## config.mk

```make
export PLATFORM = sky130hd
export DESIGN_NAME = clk_health_fsm_flat
export DESIGN_NICKNAME = d
export VERILOG_FILES = /design/src/rtl/clk_health_fsm_if.sv /design/src/rtl/clk_health_fsm.sv /design/src/flat_wrapper.sv
export SDC_FILE = /design/constraint.sdc
export NUM_CORES = 1
export LEC_CHECK = 0
export CAP_MARGIN = 20
export CORE_ASPECT_RATIO = 0.7
export CORE_MARGIN = 5
export CORE_UTILIZATION = 40
export DETAILED_ROUTE_END_ITERATION = 10
export PLACE_DENSITY = 0.64
export SLEW_MARGIN = 20
export SYNTH_ARGS = -nofsm -noshare
export SYNTH_HDL_FRONTEND = slang
export SYNTH_SLANG_ARGS = --single-unit
```

## constraint.sdc

```tcl
create_clock -name clk_ref -period 4.5 [get_ports clk_ref]
set_clock_uncertainty 0.15 [all_clocks]
set_input_delay 0.9 -clock clk_ref [delete_from_list [all_inputs] [get_ports clk_ref]]
set_output_delay 0.9 -clock clk_ref [all_outputs]
set_load 0.02 [all_outputs]
```

## src/rtl/clk_health_fsm_if.sv

```systemverilog
// ---------------------------------------------------------------------------
// clk_health_fsm_if
// Bundles one clock-monitor channel's measurement stream, the programmable
// qualification settings and the resulting health status/alarms.
//   master : drives measurement + configuration, observes status/alarms
//   slave  : the health FSM (consumes measurement, produces status/alarms)
// Signals
//   rate, rate_valid, locked       measurement stream from the monitor
//   rate_min, rate_max             inclusive good window
//   n_bad, n_good                  debounce thresholds (0 behaves as 1)
//   alarm_clear                    clears alarm_sticky and bad_events
//   status, alarm, alarm_sticky,
//   bad_events, stale              health outputs
// ---------------------------------------------------------------------------
interface clk_health_fsm_if #(
  parameter int RATE_W = 24,
  parameter int CNT_W  = 4
);
  logic [RATE_W-1:0] rate;
  logic              rate_valid;
  logic              locked;
  logic [RATE_W-1:0] rate_min;
  logic [RATE_W-1:0] rate_max;
  logic [CNT_W-1:0]  n_bad;
  logic [CNT_W-1:0]  n_good;
  logic              alarm_clear;
  logic [2:0]        status;
  logic              alarm;
  logic              alarm_sticky;
  logic [15:0]       bad_events;
  logic              stale;

  modport master (
    output rate, rate_valid, locked, rate_min, rate_max, n_bad, n_good, alarm_clear,
    input  status, alarm, alarm_sticky, bad_events, stale
  );

  modport slave (
    input  rate, rate_valid, locked, rate_min, rate_max, n_bad, n_good, alarm_clear,
    output status, alarm, alarm_sticky, bad_events, stale
  );
endinterface

```

## src/rtl/clk_health_fsm.sv

```systemverilog
// ---------------------------------------------------------------------------
// clk_health_fsm
// Qualifies each rate measurement of one monitored clock against a window,
// debounces good/bad verdicts, detects a stale measurement stream and
// produces live and sticky alarms. Everything runs in the clk_ref domain.
// Ports
//   clk_ref : reference clock
//   reset   : asynchronous, active-high reset
//   mon     : clk_health_fsm_if.slave (measurement/config in, status out)
// Status encoding: 0 INIT, 1 OK, 2 SUSPECT, 3 FAIL, 4 RECOVER
// ---------------------------------------------------------------------------
module clk_health_fsm #(
  parameter int RATE_W      = 24,
  parameter int CNT_W       = 4,
  parameter int TIMEOUT_CYC = 150000000,
  parameter int TO_W        = 28
) (
  input  logic             clk_ref,
  input  logic             reset,
  clk_health_fsm_if.slave  mon
);

  typedef enum logic [2:0] {
    ST_INIT    = 3'd0,
    ST_OK      = 3'd1,
    ST_SUSPECT = 3'd2,
    ST_FAIL    = 3'd3,
    ST_RECOVER = 3'd4
  } state_e;

  localparam logic [CNT_W-1:0] CNT_ZERO = {CNT_W{1'b0}};
  localparam logic [CNT_W-1:0] CNT_ONE  = {{(CNT_W-1){1'b0}}, 1'b1};
  localparam logic [TO_W-1:0]  TO_ONE   = {{(TO_W-1){1'b0}}, 1'b1};
  localparam logic [TO_W-1:0]  TO_LIMIT = TO_W'(TIMEOUT_CYC);
  localparam logic [TO_W-1:0]  TO_LAST  = TO_W'(TIMEOUT_CYC - 1);

  // A programmed threshold of zero behaves like one.
  function automatic logic [CNT_W-1:0] at_least_one(input logic [CNT_W-1:0] n);
    if (n == CNT_ZERO) begin
      at_least_one = CNT_ONE;
    end else begin
      at_least_one = n;
    end
  endfunction

  state_e             state_q, state_d;
  logic [CNT_W-1:0]   cnt_q, cnt_d;
  logic [TO_W-1:0]    to_q, to_d;
  logic               alarm_q, alarm_d;
  logic               sticky_q, sticky_d;
  logic [15:0]        bad_q, bad_d;
  logic               stale_q, stale_d;

  logic               sample_good_s;
  logic               sample_bad_s;
  logic               timeout_hit_s;
  logic [CNT_W-1:0]   nb_s, ng_s;
  logic [CNT_W:0]     cnt_inc_s;
  logic               reach_nb_s, reach_ng_s;

  assign sample_good_s = mon.locked && (mon.rate >= mon.rate_min) && (mon.rate <= mon.rate_max);
  assign sample_bad_s  = mon.rate_valid && !sample_good_s;
  // Fires only on the cycle the counter reaches the limit, i.e. once per gap.
  assign timeout_hit_s = !mon.rate_valid && (to_q == TO_LAST);
  assign nb_s          = at_least_one(mon.n_bad);
  assign ng_s          = at_least_one(mon.n_good);
  assign cnt_inc_s     = {1'b0, cnt_q} + {{CNT_W{1'b0}}, 1'b1};
  // ">=" so a threshold lowered below the running count trips on the next sample.
  assign reach_nb_s    = cnt_inc_s >= {1'b0, nb_s};
  assign reach_ng_s    = cnt_inc_s >= {1'b0, ng_s};

  // State and debounce counter registers.
  always_ff @(posedge clk_ref or posedge reset) begin
    if (reset) begin
      state_q <= ST_INIT;
      cnt_q   <= CNT_ZERO;
    end else begin
      state_q <= state_d;
      cnt_q   <= cnt_d;
    end
  end

  // Next-state logic: lock loss and timeout override the sample-driven table.
  always_comb begin
    state_d = state_q;
    cnt_d   = cnt_q;
    if (!mon.locked || timeout_hit_s) begin
      state_d = ST_FAIL;
      cnt_d   = CNT_ZERO;
    end else if (mon.rate_valid) begin
      case (state_q)
        ST_INIT, ST_OK: begin
          if (sample_good_s) begin
            state_d = ST_OK;
            cnt_d   = CNT_ZERO;
          end else begin
            cnt_d   = CNT_ONE;
            state_d = (nb_s == CNT_ONE) ? ST_FAIL : ST_SUSPECT;
          end
        end
        ST_SUSPECT: begin
          if (sample_good_s) begin
            state_d = ST_OK;
            cnt_d   = CNT_ZERO;
          end else if (reach_nb_s) begin
            state_d = ST_FAIL;
            cnt_d   = CNT_ZERO;
          end else begin
            state_d = ST_SUSPECT;
            cnt_d   = cnt_inc_s[CNT_W-1:0];
          end
        end
        ST_FAIL: begin
          if (!sample_good_s) begin
            state_d = ST_FAIL;
            cnt_d   = CNT_ZERO;
          end else if (ng_s == CNT_ONE) begin
            state_d = ST_OK;
            cnt_d   = CNT_ZERO;
          end else begin
            state_d = ST_RECOVER;
            cnt_d   = CNT_ONE;
          end
        end
        ST_RECOVER: begin
          if (!sample_good_s) begin
            state_d = ST_FAIL;
            cnt_d   = CNT_ZERO;
          end else if (reach_ng_s) begin
            state_d = ST_OK;
            cnt_d   = CNT_ZERO;
          end else begin
            state_d = ST_RECOVER;
            cnt_d   = cnt_inc_s[CNT_W-1:0];
          end
        end
        default: begin
          state_d = ST_INIT;
          cnt_d   = CNT_ZERO;
        end
      endcase
    end else begin
      state_d = state_q;
      cnt_d   = cnt_q;
    end
  end

  // Output next-values: timeout counter, stale flag, alarms, bad-sample count.
  always_comb begin
    to_d     = to_q;
    stale_d  = stale_q;
    alarm_d  = (state_d == ST_FAIL);
    sticky_d = sticky_q;
    bad_d    = bad_q;

    if (mon.rate_valid) begin
      to_d    = {TO_W{1'b0}};
      stale_d = 1'b0;
    end else if (to_q != TO_LIMIT) begin
      to_d    = to_q + TO_ONE;
      stale_d = timeout_hit_s ? 1'b1 : stale_q;
    end else begin
      to_d    = to_q;
      stale_d = stale_q;
    end

    // Set wins over clear so a FAIL entry is never lost.
    if ((state_d == ST_FAIL) && (state_q != ST_FAIL)) begin
      sticky_d = 1'b1;
    end else if (mon.alarm_clear) begin
      sticky_d = 1'b0;
    end else begin
      sticky_d = sticky_q;
    end

    if (mon.alarm_clear) begin
      bad_d = sample_bad_s ? 16'd1 : 16'd0;
    end else if (sample_bad_s && (bad_q != 16'hFFFF)) begin
      bad_d = bad_q + 16'd1;
    end else begin
      bad_d = bad_q;
    end
  end

  // Output registers.
  always_ff @(posedge clk_ref or posedge reset) begin
    if (reset) begin
      to_q     <= {TO_W{1'b0}};
      stale_q  <= 1'b0;
      alarm_q  <= 1'b0;
      sticky_q <= 1'b0;
      bad_q    <= 16'd0;
    end else begin
      to_q     <= to_d;
      stale_q  <= stale_d;
      alarm_q  <= alarm_d;
      sticky_q <= sticky_d;
      bad_q    <= bad_d;
    end
  end

  assign mon.status       = state_q;
  assign mon.alarm        = alarm_q;
  assign mon.alarm_sticky = sticky_q;
  assign mon.bad_events   = bad_q;
  assign mon.stale        = stale_q;

endmodule

```

## src/flat_wrapper.sv

```systemverilog
// flat-port wrapper written by rule: the top's interface ports become plain ports
module clk_health_fsm_flat 
#(
  parameter int RATE_W      = 24,
  parameter int CNT_W       = 4,
  parameter int TIMEOUT_CYC = 150000000,
  parameter int TO_W        = 28
)
  (clk_ref, reset, mon_rate, mon_rate_valid, mon_locked, mon_rate_min, mon_rate_max, mon_n_bad, mon_n_good, mon_alarm_clear, mon_status, mon_alarm, mon_alarm_sticky, mon_bad_events, mon_stale);
  clk_health_fsm_if #(.RATE_W(RATE_W), .CNT_W(CNT_W)) mon_i ();
  input  logic clk_ref;
  input  logic reset;
  input wire logic [$bits(mon_i.rate)-1:0] mon_rate;
  input wire logic [$bits(mon_i.rate_valid)-1:0] mon_rate_valid;
  input wire logic [$bits(mon_i.locked)-1:0] mon_locked;
  input wire logic [$bits(mon_i.rate_min)-1:0] mon_rate_min;
  input wire logic [$bits(mon_i.rate_max)-1:0] mon_rate_max;
  input wire logic [$bits(mon_i.n_bad)-1:0] mon_n_bad;
  input wire logic [$bits(mon_i.n_good)-1:0] mon_n_good;
  input wire logic [$bits(mon_i.alarm_clear)-1:0] mon_alarm_clear;
  output wire logic [$bits(mon_i.status)-1:0] mon_status;
  output wire logic [$bits(mon_i.alarm)-1:0] mon_alarm;
  output wire logic [$bits(mon_i.alarm_sticky)-1:0] mon_alarm_sticky;
  output wire logic [$bits(mon_i.bad_events)-1:0] mon_bad_events;
  output wire logic [$bits(mon_i.stale)-1:0] mon_stale;
  assign mon_i.rate = mon_rate;
  assign mon_i.rate_valid = mon_rate_valid;
  assign mon_i.locked = mon_locked;
  assign mon_i.rate_min = mon_rate_min;
  assign mon_i.rate_max = mon_rate_max;
  assign mon_i.n_bad = mon_n_bad;
  assign mon_i.n_good = mon_n_good;
  assign mon_i.alarm_clear = mon_alarm_clear;
  assign mon_status = mon_i.status;
  assign mon_alarm = mon_i.alarm;
  assign mon_alarm_sticky = mon_i.alarm_sticky;
  assign mon_bad_events = mon_i.bad_events;
  assign mon_stale = mon_i.stale;
  clk_health_fsm #(.RATE_W(RATE_W), .CNT_W(CNT_W), .TIMEOUT_CYC(TIMEOUT_CYC), .TO_W(TO_W)) u_core (.clk_ref(clk_ref), .reset(reset), .mon(mon_i));
endmodule
```

Yosys cells after proc, flatten, opt, wreduce, memory -nomap -nowiden
Cells that the tools add are included.
Operators by class
  equal/unequal tests: 11
  reduce and logical (&&, ||, !) cells: 20
  $lt $le $gt $ge: 4
  multiplexer cells: 33
  add/subtract/negate cells: 3
Operator list (number)
  two-way mux 28 bit: 2
  two-way mux 4 bit: 9
  two-way mux 16 bit: 2
  adder 28 x 1 -> 28 bit, second input constant: 1
  == test 28 bit, second input constant: 1
  != test 28 bit, second input constant: 1
  >= comparator 24 bit: 1
  less-or-equal comparator 24 bit: 1
  two-way mux 3 bit: 8
  adder 16 x 1 -> 16 bit, second input constant: 1
  != test 16 bit, second input constant: 1
  case mux 4 bit (4 select lines): 1
  case mux 3 bit (4 select lines): 1
  >= comparator 5 x 4 -> 1 bit: 2
  two-way mux 1 bit: 10
  nonzero test 2 bit: 5
  == test 3 x 2 -> 1 bit, second input constant: 3
  == test 4 x 1 -> 1 bit, second input constant: 2
  zero test 4 bit: 2
  logical AND 1 bit: 6
  adder 4 x 1 -> 5 bit, second input constant: 1
  == test 3 x 1 -> 1 bit, second input constant: 1
  == test 3 bit, second input constant: 1
  zero test 1 bit: 3
  5 further kinds: 5
Storage, ports and cells
  input port bits: 85
  flip-flop bits (word level): 54
  word-level logic and storage cells: 78

Logic depth before layout (Yosys ltp)
Gate-level depths: netlist of the first run.
  word-level depth: 11
  mapped depth: 11

Least setup slack after synthesis of the first run
OpenSTA, ideal clock, no wires.
  kind: in2reg
  from: input port mon_rate[0]
  to: register u_core.alarm_q (netlist: u_core.mon.alarm)
  data arrival time: 3.034 ns
  stages on the path: 10
  required time: 4.268 ns
  buffers on the path: 1
  path slack: 1.234 ns
  cell sequence: inv_1 > ha_1 > nand2b_4 > a2111oi_4 > nor4b_1 > o311ai_2 > a22o_1 > clkbuf_1 > mux2_2 > a31oi_1
Between the ends
  longest elaborated chain between the ends: 8
RTL lines
  start: declaration: line flat_wrapper.sv:13  | input wire logic [$bits(mon_i.rate)-1:0] mon_rate;
  >= comparator 24 bit: line clk_health_fsm.sv:61  | assign sample_good_s = mon.locked && (mon.rate >= mon.rate_min) && (mon.rate <= mon.rate_max);
  logical AND 1 bit: line clk_health_fsm.sv:61
  logical AND 1 bit (*): line clk_health_fsm.sv:61
  two-way mux 3 bit, on equally long branches
  case mux 3 bit (4 select lines) (*): line clk_health_fsm.sv:91  | case (state_q)
  two-way mux 3 bit (*): line clk_health_fsm.sv:90  | end else if (mon.rate_valid) begin
  two-way mux 3 bit (*): line clk_health_fsm.sv:87  | if (!mon.locked || timeout_hit_s) begin
  == test 3 x 2 -> 1 bit (*): line clk_health_fsm.sv:152  | alarm_d = (state_d == ST_FAIL);
  via u_core.alarm_d: line clk_health_fsm.sv:49  | logic alarm_q, alarm_d;
  end signal: assignment: line clk_health_fsm.sv:196  | alarm_q <= alarm_d;
  end: declaration: line clk_health_fsm.sv:49
The timed path passes the listed nets; every way through them passes the cells marked *.
A chain may end at the register's enable or synchronous reset.

Worst setup path in the final report of the first run
  from: input port mon_rate[0]
  to: register u_core.bad_q[13] (netlist: u_core.mon.bad_events[13])
Between the ends
  longest elaborated chain between the ends: 7
RTL lines
  >= comparator 24 bit: line clk_health_fsm.sv:61
  logical AND 1 bit: line clk_health_fsm.sv:61
  logical AND 1 bit (*): line clk_health_fsm.sv:61
  zero test 1 bit (*): line clk_health_fsm.sv:62  | assign sample_bad_s = mon.rate_valid && !sample_good_s;
  logical AND 1 bit (*): line clk_health_fsm.sv:62
  logical AND 1 bit (*): line clk_health_fsm.sv:178  | end else if (sample_bad_s && (bad_q != 16'hFFFF)) begin
  nonzero test 2 bit (no line) (*)
  end signal: assignment: line clk_health_fsm.sv:192  | bad_q <= 16'd0;
  end signal: assignment: line clk_health_fsm.sv:198  | bad_q <= bad_d;
  end: declaration: line clk_health_fsm.sv:51  | logic [15:0] bad_q, bad_d;
Mark *: on every way between the ends. The rest lies on a longest branch, timed or not.

==> flow_metrics.tcl, run 1 <==
set metrics [dict create \
    status "completed" \
    cts-root-buf "clkbuf_16" \
    grt_usage_pct 18.1 \
    cap_violations 0 \
    grt_antenna_before_repair 0 \
    dp.cells 795 \
    cp.required_ns 4.55 \
    drive_gt1_share_pct 4.45 \
    ir_worst_vdd_v 0.000148 \
    die_y_um 98.7 \
    startpoint_type "input pin" \
    yosys-top-cells-area "dfrtp_1 (30%), ha_1 (17%), inv_1 (6.0%), a21oi_1 (5.0%), nor2_1 (4.5%)" \
    first_pass_iters 5 \
    core_mm2 0.0110 \
    relSlewSlack_pct 39.9 \
    fin_util_pct 53.6 \
    post_cts_buffers 0 \
    cp-end-kind "flip-flop" \
    diodes 0 \
    io_pins 107 \
    wl_per_cell_um 15.2 \
    synth-seq-area-share_pct 30.1 \
    dieArea_mm2 0.0135 \
    rows 32 \
    yosys_register_bits 54 \
    dp_hpwl_um 9890 \
    synth_edf_count 0 \
    tightest_slew_ns 0.897 \
    ctsHoldBuffers 0 \
    crit_fanout 18 \
    hold_violations 0 \
    vias_per_cell 5.34 \
    cts_tree "built" \
    period_share_pct 85.8 \
    clock_path_buffers 2 \
    critPathLaunch "mon_rate[0]" \
    powerDensity_mw_per_mm2 216 \
    final_nets 795 \
    netlist_area_mm2 0.00449 \
    multi_input_area_mm2 0.00282 \
    ys_warn_count 0 \
    port_buffers 106 \
    clk_pin_slew_ns 0.07 \
    grt.overflow.total 0 \
    synth_cell_type_count 54 \
    post_synth.cell_area_avg_um2 8.22 \
    crit_arrival_ns 3.92 \
    drv_slew 0 \
    grt_max_degree 39 \
    nFillCells 974 \
    crit_end "u_core.mon.bad_events[13]" \
    p_leak_nw 2.63 \
    fin_cells 804 \
    synth_area_leader_cell "dfrtp_1" \
    detail-route-antenna-nets 0 \
    numCtsBuffers 5 \
    post-synth-top-count-cell "inv_1" \
    place_ws_ns 0.0825 \
    synthTopCellsByCount "inv_1 (72), ha_1 (60), dfrtp_1 (54), nor2_1 (54), a21oi_1 (45)" \
    period_needed_ns 3.86 \
    drc 0 \
    r2r_end "u_core.cnt_q[2]" \
    numClockSinks 54 \
    max_freq_mhz 259 \
    clk_latency_ns 0.29 \
    ys_async_sr_fraction_pct 100 \
    grt_pass1_wl_um 20100 \
    area_delta_synth_final_pct 31.5 \
    place_congestion 0.823 \
    first_global_vias 4108 \
    drt-total-wl_um 12200 \
    htree_levels 2 \
    regToRegStartpoint "u_core.to_q[26]" \
    reg2reg_depth 6 \
    vias 4291 \
    grt_setup_unrepaired "no" \
    yosysTopAreaCellShare_pct 30.1 \
    rrSetupSlack_ns 1.83 \
    drt_iter0_drc 247 \
    ff_latch_area_mm2 0.00135 \
    worst_slack_ns 0.637 \
    syn_nets 691 \
    crit_type "input pin to flip-flop" \
    synthFlopType "dfrtp_1" \
    fp.dieW_um 137 \
    synthCells 546 \
    start_util_pct 40.8 \
    cts.repair.resized 0 \
    hold_path.class "flip-flop to flip-flop" \
    setup_violations 0 \
    tns_ns 0 \
]
## per-stage QoR
step	instance area, um2	total power [mW]	hold WS, ns
finish	5900	1.27	0.395
global route	5900	1.35	0.432
CTS	5890	1.29	0.400
detailed placement	5720	0.830	0.379
global placement	5720	0.822	0.350
floorplan	4490	0.685	0.325
## layout by cell type, fill, tap and decap left out, drive strengths merged, types with 15 or more instances in the layout
cell and n:
inv 73, nand3 19, nand2 40, o21ai 20, ha 60, dfrtp 54
clkdlybuf4s50 106, nor2 54, nor3 15, nand4 22, xor2 17, a21oi 45
## cell families (layout without fill, tap and decap cells)
group / count (synthesis) / in the layout / synth area share [%]
AND/OR/NAND/NOR: 207 / 207 / 24.1
AO/OA/AOI/OAI: 106 / 106 / 15.1
buffers and inverters: 86 / 191 / 7.22
adder cells (fa/ha/maj): 60 / 60 / 16.7
flip-flops: 54 / 54 / 30.1
XOR/XNOR: 24 / 24 / 4.68
multiplexers: 9 / 9 / 2.09
## per-layer routing
| metal | vias up | part of all wire, % | global-route usage [%] |
|---|---|---|---|
| met5 | - | 0 | 0 |
| met4 | 0 | 1.2 | 3.41 |
| met3 | 14 | 4.5 | 3.16 |
| met2 | 90 | 44 | 28.5 |
| met1 | 2040 | 50 | 26.3 |
| li1 | 2147 | - | - |
## report_power, final
group	switching [mW]	internal, mW
logic	0.154	0.158
clock network	0.186	0.267
registers	0.0141	0.496
## worst min path at each step
stage                                start               end  slack, ns  cells past startpoint
after global placement     u_core.cnt_q[1]   u_core.cnt_q[1]       0.35                      2
after CTS                 u_core.mon.stale  u_core.mon.stale       0.40                      2
after detailed placement   u_core.to_q[27]   u_core.to_q[27]       0.38                      2
final                     u_core.mon.stale  u_core.mon.stale       0.40                      2
after global routing      u_core.mon.stale  u_core.mon.stale       0.43                      2
after floorplan            u_core.cnt_q[1]   u_core.cnt_q[1]       0.32                      2
## sequential cells by signal (all words and copies together) (netlist names)
name / cells
u_core.cnt_q: 4
u_core.mon.alarm: 1
u_core.mon.alarm_sticky: 1
u_core.mon.status: 3
u_core.mon.stale: 1
u_core.mon.bad_events: 16
u_core.to_q: 28
## worst max-delay path, cell delays in order
cell             delay, ns
clkdlybuf4s50_1       0.45
inv_1                 0.05
ha_1                  0.26
nand2b_4              0.14
a2111oi_4             0.36
nor4b_1               0.12
o311ai_2              0.41
a22oi_2               0.29
buf_6                 0.24
or4_1                 0.50
a21oi_1               0.17
## area by class of cell
class | instances | area share [%]
Multi-Input combinational cell | 406 | 47.7
Sequential cell | 54 | 22.9
Tap cell | 153 | 3.24
Inverter | 72 | 4.58
Timing Repair Buffer | 111 | 18.7
Clock inverter | 3 | 0.826
Clock buffer | 5 | 2.12
Power figures use the tool's default switching activity.
==> run 2: changes to the inputs <==
--- a/config.mk
+++ b/config.mk
@@ -8,9 +8,9 @@
 export CAP_MARGIN = 20
 export CORE_ASPECT_RATIO = 0.7
 export CORE_MARGIN = 5
-export CORE_UTILIZATION = 40
+export CORE_UTILIZATION = 35
 export DETAILED_ROUTE_END_ITERATION = 10
-export PLACE_DENSITY = 0.64
+export PLACE_DENSITY = 0.57
 export SLEW_MARGIN = 20
 export SYNTH_ARGS = -nofsm -noshare
 export SYNTH_HDL_FRONTEND = slang
==> flow_metrics.tcl, run 2 (same netlist as run 1, synthesis figures left out) <==
set metrics [dict create \
    status "completed" \
    grt_usage_pct 16.3 \
    numClockSinks 54 \
    grt_max_degree 35 \
    path_delay_family "compound AO/OA/AOI/OAI gates" \
    crit_buf_inv 3 \
    startpoint_type "input pin" \
    htree_levels 2 \
    reg2reg_depth 7 \
    grt.overflow.total 0 \
    setup_violations 0 \
    final_nets 795 \
    worst_slack_ns 0.759 \
    crit_fanout 29 \
    wl_per_cell_um 15.4 \
    crit_cells 11 \
    drt-total-wl_um 12500 \
    hold_path_depth 2 \
    cts_tree "built" \
    final_common_cell "clkdlybuf4s50_1" \
    crit_type "input pin to flip-flop" \
    clock_path_buffers 2 \
    rrSetupSlack_ns 1.70 \
    regToRegStartpoint "u_core.cnt_q[0]" \
    core_mm2 0.0125 \
    cts-root-buf "clkbuf_16" \
    crit_arrival_ns 3.74 \
    place_ws_ns 0.513 \
    period_needed_ns 3.74 \
    ctsHoldBuffers 0 \
    drc 0 \
    grt_antenna_before_repair 0 \
    first_pass_iters 5 \
    io_pins 107 \
    fp.dieW_um 145 \
    largest_register "u_core.to_q" \
    tns_ns 0 \
    dp_hpwl_um 10200 \
    cap_violations 0 \
    dieArea_mm2 0.0152 \
    critPathLaunch "mon_rate[0]" \
    ir_worst_vdd_v 0.000153 \
    drt_iter0_drc 242 \
    max_freq_mhz 267 \
    powerDensity_mw_per_mm2 214 \
    relSlewSlack_pct 38.5 \
    post_cts_buffers 0 \
    grt_setup_unrepaired "no" \
    power_frac_comb_pct 24.8 \
    cp.required_ns 4.50 \
    period_share_pct 83.1 \
    worstPathCellList "clkdlybuf4s50_1 -> inv_1 -> ha_1 -> nand2b_4 -> a2111oi_4 -> nor4b_1 -> o311ai_2 -> a22oi_2 -> buf_12 -> a311oi_1 -> a31oi_1" \
    largest_reg_flops 28 \
    vias_per_cell 5.25 \
    min_from "u_core.mon.stale" \
    start_util_pct 35.9 \
    drv_slew 0 \
    numCtsBuffers 5 \
    clk_latency_ns 0.30 \
    area_delta_synth_final_pct 31.7 \
    cts.repair.resized 0 \
    grt_pass1_wl_um 20900 \
    hold_violations 0 \
    die_y_um 105 \
    hold_slack_ns 0.372 \
    port_buffers 106 \
    tightest_slew_ns 0.919 \
    post_dp_cell_area_mm2 0.00575 \
    netSwitchingFraction_pct 27.3 \
    pwr-share-clk_pct 34.7 \
    cp-end-kind "flip-flop" \
    first_global_vias 4098 \
    p_sw_mw 0.344 \
    clk_pin_slew_ns 0.07 \
    rows 34 \
    p_int_mw 0.918 \
    place_congestion 0.860 \
    most-common-layout-cells "clkdlybuf4s50_1 (106), inv_1 (71), ha_1 (60), nor2_1 (54), dfrtp_1 (54)" \
    vias 4271 \
    finish.instance_area_mm2 0.00591 \
    power_frac_seq_pct 40.4 \
    hold_path.class "flip-flop to flip-flop" \
    p_leak_nw 2.63 \
    fin_util_pct 47.3 \
    critPathMaxStageDelay_ns 0.51 \
    crit_slowest_cell "a311oi_1" \
    diodes 0 \
    drive_gt1_share_pct 4.15 \
    detail-route-antenna-nets 0 \
]
-- run 2: changes by cell type in the layout (fill, tap and decap cells not counted) --
cell,before,now
clkinvlp_4,1,0
buf_6,1,0
inv_8,1,0
buf_12,0,1
clkbuf_1,0,2
-- run 2: area by class of cell --
type | count | area (um2)
Fill cell | 1237 | 6590
Multi-Input combinational cell | 406 | 2820
Sequential cell | 54 | 1350
Timing Repair Buffer | 111 | 1110
Inverter | 72 | 270
Tap cell | 162 | 203
Clock buffer | 7 | 133
Clock inverter | 1 | 30.0
-- run 2: tightest hold or removal path: stages (launching register included) --
cell,delay [ns]
dfrtp_1,0.38
inv_1,0.05
a21oi_1,0.05
-- run 2: routing by layer --
| layer | up-vias | wire (um) | GRT usage, % |
|---|---|---|---|
| li1 | 2139 | - | - |
| met4 | 0 | 68 | 2.26 |
| met1 | 2042 | 6440 | 24.5 |
| met5 | - | 0 | 0 |
| met3 | 8 | 556 | 3.12 |
| met2 | 82 | 5440 | 25.0 |
-- run 2: worst paths after layout --
check,endpoint
max,u_core.mon.alarm
min,u_core.mon.stale
max reg2reg,u_core.mon.alarm
min reg2reg,u_core.mon.stale
max in group asynchronous,u_core.to_q[2]
min in group asynchronous,u_core.to_q[25]
-- run 2: per-stage QoR --
| step | total power [mW] | instances |
|---|---|---|
| 2_1_floorplan | 0.685 | 546 |
| 3_3_place_gp | 0.827 | 805 |
| 3_5_place_dp | 0.835 | 805 |
| 4_1_cts | 1.28 | 813 |
| 5_1_grt | 1.34 | 813 |
| 6_report | 1.26 | 813 |
-- run 2: power by group through the flow --
stage	sequential (mW)	combinational (mW)	clock, mW
final	0.510	0.314	0.438
after global routing	0.512	0.353	0.471
after CTS	0.510	0.317	0.453
after detailed placement	0.520	0.315	0
after global placement	0.520	0.307	0
after floorplan	0.525	0.160	0
